File: src/rtl/arbitro_round_robin_pkg.sv
// Shared constants and types for the round-robin VC scheduler.
//   NUM_VC  : number of input virtual-channel FIFOs
//   VC_W    : width of a VC index
//   QCNT_W  : width of the per-grant pop counter
//   state_e : scheduler state encoding
package arbitro_round_robin_pkg;

    localparam int unsigned NUM_VC = 4;
    localparam int unsigned VC_W   = 2;
    localparam int unsigned QCNT_W = 3;

    typedef logic [VC_W-1:0] vc_t;

    typedef enum logic {
        ST_IDLE  = 1'b0,
        ST_SERVE = 1'b1
    } state_e;

endpackage

File: src/rtl/arbitro_round_robin_selector_rr.sv
// Combinational round-robin pick: first nonempty VC after rr_ptr, rr_ptr itself last.
//   rr_ptr    in  : search base (the search starts at rr_ptr+1)
//   nonempty  in  : bit i set when VCi has data
//   next_vc   out : selected VC (equals rr_ptr when nothing is valid)
//   any_valid out : at least one VC is nonempty
module arbitro_round_robin_selector_rr
    import arbitro_round_robin_pkg::*;
(
    input  vc_t               rr_ptr,
    input  logic [NUM_VC-1:0] nonempty,
    output vc_t               next_vc,
    output logic              any_valid
);

    vc_t cand;

    // Walk the ring starting one past the pointer; the k=NUM_VC step lands on rr_ptr itself.
    always_comb begin
        next_vc   = rr_ptr;
        any_valid = 1'b0;
        cand      = '0;
        for (int unsigned k = 1; k <= NUM_VC; k++) begin
            cand = VC_W'(32'(rr_ptr) + k);
            if (!any_valid && nonempty[cand]) begin
                next_vc   = cand;
                any_valid = 1'b1;
            end
        end
    end

endmodule

File: src/rtl/arbitro_round_robin.sv
// Work-conserving round-robin scheduler draining four VC FIFOs into one egress FIFO.
// Each grant serves one VC for at most QUANTUM pops; popped words reach the egress
// two cycles later through a non-stalling two-stage pipe.
//   clk, reset_L    : clock, asynchronous active-low reset
//   fifo_empty      : per-VC empty flags (registered in the FIFOs)
//   fifo_data       : per-VC read data, VCi at [i*DATA_W +: DATA_W], valid cycle after pop
//   out_almost_full : egress nearly full; freezes the scheduler
//   pop             : one-hot pop to the selected VC FIFO (combinational)
//   push, data_out  : egress write strobe and word
//   active_vc, idle : currently granted VC, scheduler idle flag
module arbitro_round_robin
    import arbitro_round_robin_pkg::*;
#(
    parameter int unsigned DATA_W  = 6,
    parameter int unsigned QUANTUM = 4
) (
    input  logic                     clk,
    input  logic                     reset_L,
    input  logic [NUM_VC-1:0]        fifo_empty,
    input  logic [NUM_VC*DATA_W-1:0] fifo_data,
    input  logic                     out_almost_full,
    output logic [NUM_VC-1:0]        pop,
    output logic                     push,
    output logic [DATA_W-1:0]        data_out,
    output logic [VC_W-1:0]          active_vc,
    output logic                     idle
);

    localparam logic [QCNT_W-1:0] QLAST = QCNT_W'(QUANTUM - 1);

    state_e            state_q, state_d;
    vc_t               cur_q, cur_d;
    vc_t               rr_ptr_q, rr_ptr_d;
    logic [QCNT_W-1:0] qcnt_q, qcnt_d;
    logic              v1_q, v1_d;
    vc_t               vc_d1_q, vc_d1_d;
    logic              push_q, push_d;
    logic [DATA_W-1:0] data_out_q, data_out_d;

    vc_t               sel_base;
    vc_t               next_vc;
    logic              any_valid;
    logic              pop_en;
    logic [DATA_W-1:0] rd_word [NUM_VC];

    // While serving, search relative to the current VC so it becomes the last candidate.
    assign sel_base = (state_q == ST_SERVE) ? cur_q : rr_ptr_q;

    arbitro_round_robin_selector_rr u_sel (
        .rr_ptr    (sel_base),
        .nonempty  (~fifo_empty),
        .next_vc   (next_vc),
        .any_valid (any_valid)
    );

    for (genvar g = 0; g < NUM_VC; g++) begin : g_unpack
        assign rd_word[g] = fifo_data[g*DATA_W +: DATA_W];
    end

    // Scheduler next-state: grant, quantum counting, re-search on empty or quantum end.
    always_comb begin
        state_d  = state_q;
        cur_d    = cur_q;
        rr_ptr_d = rr_ptr_q;
        qcnt_d   = qcnt_q;
        pop_en   = 1'b0;
        case (state_q)
            ST_IDLE: begin
                if (any_valid && !out_almost_full) begin
                    state_d = ST_SERVE;
                    cur_d   = next_vc;
                    qcnt_d  = '0;
                end
            end
            ST_SERVE: begin
                if (!out_almost_full) begin
                    if (!fifo_empty[cur_q]) begin
                        pop_en = 1'b1;
                        if (qcnt_q < QLAST) begin
                            qcnt_d = qcnt_q + QCNT_W'(1);
                        end else begin
                            // cur is nonempty here, so the search always succeeds and
                            // falls back to regranting cur when no other VC has data.
                            rr_ptr_d = cur_q;
                            cur_d    = next_vc;
                            qcnt_d   = '0;
                        end
                    end else begin
                        rr_ptr_d = cur_q;
                        if (any_valid) begin
                            cur_d  = next_vc;
                            qcnt_d = '0;
                        end else begin
                            state_d = ST_IDLE;
                        end
                    end
                end
            end
            default: state_d = ST_IDLE;
        endcase
    end

    // One-hot pop decode.
    always_comb begin
        pop = '0;
        if (pop_en) begin
            pop[cur_q] = 1'b1;
        end
    end

    // Data pipe: stage 1 remembers which VC was popped, stage 2 captures its word.
    always_comb begin
        v1_d       = pop_en;
        vc_d1_d    = pop_en ? cur_q : vc_d1_q;
        push_d     = v1_q;
        data_out_d = v1_q ? rd_word[vc_d1_q] : data_out_q;
    end

    // Scheduler registers.
    always_ff @(posedge clk or negedge reset_L) begin
        if (!reset_L) begin
            state_q  <= ST_IDLE;
            cur_q    <= '0;
            rr_ptr_q <= VC_W'(NUM_VC - 1);
            qcnt_q   <= '0;
        end else begin
            state_q  <= state_d;
            cur_q    <= cur_d;
            rr_ptr_q <= rr_ptr_d;
            qcnt_q   <= qcnt_d;
        end
    end

    // Pipe registers.
    always_ff @(posedge clk or negedge reset_L) begin
        if (!reset_L) begin
            v1_q       <= 1'b0;
            vc_d1_q    <= '0;
            push_q     <= 1'b0;
            data_out_q <= '0;
        end else begin
            v1_q       <= v1_d;
            vc_d1_q    <= vc_d1_d;
            push_q     <= push_d;
            data_out_q <= data_out_d;
        end
    end

    assign push      = push_q;
    assign data_out  = data_out_q;
    assign active_vc = cur_q;
    assign idle      = (state_q == ST_IDLE);

endmodule
File: config.mk
export PLATFORM = sky130hd
export DESIGN_NAME = arbitro_round_robin
export DESIGN_NICKNAME = d
export VERILOG_FILES = /design/src/rtl/arbitro_round_robin_pkg.sv /design/src/rtl/arbitro_round_robin_selector_rr.sv /design/src/rtl/arbitro_round_robin.sv
export SDC_FILE = /design/constraint.sdc
export NUM_CORES = 1
export LEC_CHECK = 0
export CAP_MARGIN = 25
export CORE_MARGIN = 2
export CORE_UTILIZATION = 50
export DETAILED_ROUTE_END_ITERATION = 10
export DONT_BUFFER_PORTS = 1
export PLACE_DENSITY = 0.68
export SYNTH_ARGS = -nofsm -noshare
export SYNTH_HDL_FRONTEND = slang
export SYNTH_SLANG_ARGS = --single-unit
File: constraint.sdc
create_clock -name clk -period 2.02 [get_ports clk]
set_input_delay 0.202 -clock clk [delete_from_list [all_inputs] [get_ports clk]]
set_output_delay 0.202 -clock clk [all_outputs]
set_load 0.03 [all_outputs]
==> qor.yml <==
firstDrtPassIters: 4
finalWirelength_mm: 2.23
synth-async-reset-ratio: 1.00
area_growth_pct: 16.7
yosys_warnings: 0
syn_area_per_cell_um2: 11.8
dp_hpwl_mm: 1.68
top_level_ports: 45
end_kind: "output port"
synth_edf_count: 0
seq_area_um2: 454
clock_latency_ps: 290
cts_htree_levels: 1
power_density_nw_per_um2: 1560
grt.total_usage: 0.204
ys_ff_latch: 18
drt_iter0_markers: 10
final-max-slew-violation-count: 0
cts_made_buffers: 3
synth_common_cells: "16 x dfrtp_1, 9 x mux2_2, 7 x inv_1, 7 x mux4_2, 6 x nand2_1"
cts_root_buf: "clkbuf_4"
worst_slack_ps: -7.60
finalHoldViolCount: 0
synthTopCellsByArea: "dfrtp_1 39%, mux4_2 15%, mux2_2 10%, dfstp_2 5.2%, mux2i_1 3.0%"
fin_nets: 128
synth_nets: 118
multi_input_area_um2: 529
wire_per_inst_um: 18.2
setup-violations-final: 1
cap_violations: 0
fin_worst_skew_ps: 2.63
rrSetupSlack_ps: 60
place_congestion: 0.898
crit_fanout: 5
vias_per_cell: 6.23
die_area_um2: 2410
required_ps: 1820
grt_pass1_wl_mm: 3.64
fmax_mhz: 493
fillCellCount: 173
antenna_found_initial: 0
final_area_um2: 1190
drive_gt1_frac: 0.400
critical_path_class: "reg2out"
clkTransAtPathRegs_ps: 100
grt_max_degree: 19
period_needed_ps: 2030
status: "finished with violations"
drc: 0
via_count: 760
seq_area_frac_synth: 0.445
fp.dieH_um: 49.1
portBuffers: 0
cts_tree: "yes"
p_leak_uw: 0.000515
start_util: 0.524
peakVddDrop_mv: 0.958
rows: 16
cts.sinks: 18
worst_slew_pin_slew_ps: 821
place_ws_ps: 203
rsz0062_at_grt: "yes"
hp-class: "in2reg"
yosysMostFrequentCell: "dfrtp_1"
worst_setup_path_start_kind: "register"
violations: "setup timing"
core_um2: 1940
hold_ws_ps: 62.8
post_dp_cell_area_um2: 1100
die_width_um: 49.1
ys.flop_type: "dfrtp_1"
period_share: 1.00
antenna_cells: 0
ant_nets: 0
grt_pass1_vias: 755
grt-ovfl-total: 0
cp.arrival_ps: 1830
synthCells: 86
slew_headroom: 0.451
yosys.area.top_type_share: 0.394
syn_area_um2: 1020
synth_top_cell_by_area: "dfrtp_1"
synth.distinct_cells: 32
clk_path_buf_depth: 2
[area by class of cell]
| type | count | share of cell area |
|---|---|---|
| clock buffer | 4 | 0.0306 |
| inverter | 7 | 0.0221 |
| multi-input combinational | 55 | 0.446 |
| sequential | 18 | 0.383 |
| tap | 27 | 0.0285 |
| timing repair buffer | 11 | 0.0906 |
[layer usage]
| layer | routed length (um) | global-route usage | part of all wire | vias up |
|---|---|---|---|---|
| li1 | - | - | - | 337 |
| met1 | 859 | 0.239 | 0.39 | 382 |
| met2 | 1120 | 0.320 | 0.50 | 33 |
| met3 | 167 | 0.0920 | 0.075 | 8 |
| met4 | 76 | 0.0905 | 0.034 | 0 |
| met5 | 0 | 0 | 0 | - |
[timing repair]
action	in CTS	in global routing
gates resized for setup	0	2
setup endpoints to repair	3	4
hold buffers	2	0
endpoints found under the hold margin	19	0
setup buffers	3	0
[power breakdown]
group | internal (uW) | switching, uW
clock network | 110 | 111
registers | 530 | 302
logic | 441 | 362
[through the flow]
step | cells | util | TNS (ps) | power (uW)
2_1_floorplan | 86 | - | 0 | 1440
3_3_place_gp | 113 | 0.567 | 0 | 1550
3_5_place_dp | 113 | 0.567 | 0 | 1600
4_1_cts | 122 | 0.608 | -21.2 | 1860
5_1_grt | 122 | 0.611 | -216 | 1970
6_report | 122 | 0.611 | -7.60 | 1860
[critical path: stages (launching register included)]
cell	delay (ps)
dfrtp_2	390
mux4_2	520
nor3_2	110
buf_4	150
nor3b_4	210
buf_12	140
[sequential cells by signal (all words and copies together), names as in the netlist]
register and count:
active_vc 2, rr_ptr_q 2, data_out 6, push 1
push_d 1, vc_d1_q 2, state_q 1, qcnt_q 3
[path summary, 6_finish.rpt]
path                                                from                       end  cells after the start
worst max register to register  active_vc[1]$_DFFE_PN0P_  active_vc[1]$_DFFE_PN0P_                      5
worst min-delay path                     out_almost_full         state_q$_DFF_PN0_                      2
worst min register to register          push_d$_DFF_PN0_            push$_DFF_PN0_                      0
worst max-delay path            active_vc[1]$_DFFE_PN0P_                    pop[0]                      5
max in group asynchronous                        reset_L  active_vc[1]$_DFFE_PN0P_                      1
min in group asynchronous                        reset_L  active_vc[0]$_DFFE_PN0P_                      1
[cell usage in the layout (no fill, tap or decap), types with 2 or more instances in the layout]
cell type	Yosys	routed
dfrtp_1	16	15
mux2_2	9	9
inv_1	7	7
mux4_2	7	7
nand2_1	6	6
buf_4	0	6
a21oi_1	3	3
o21ai_0	3	3
mux2i_1	3	3
clkbuf_4	0	3
nor2_2	0	2
nor2_1	4	2
o22ai_1	2	2
dlygate4sd3_1	0	2
buf_6	1	2
dfstp_2	2	2
[logic make-up (layout without fill, tap and decap cells)]
logic type	after synthesis	count (layout)	synth area share
AOI/OAI and AO/OA	17	17	0.114
adders and majority gates	1	1	0.0123
buffers and inverters	13	22	0.0553
DFF	18	18	0.445
muxes	19	19	0.284
and+or+nand+nor	18	18	0.0886
No activity file was read; power rests on OpenSTA's default activity.
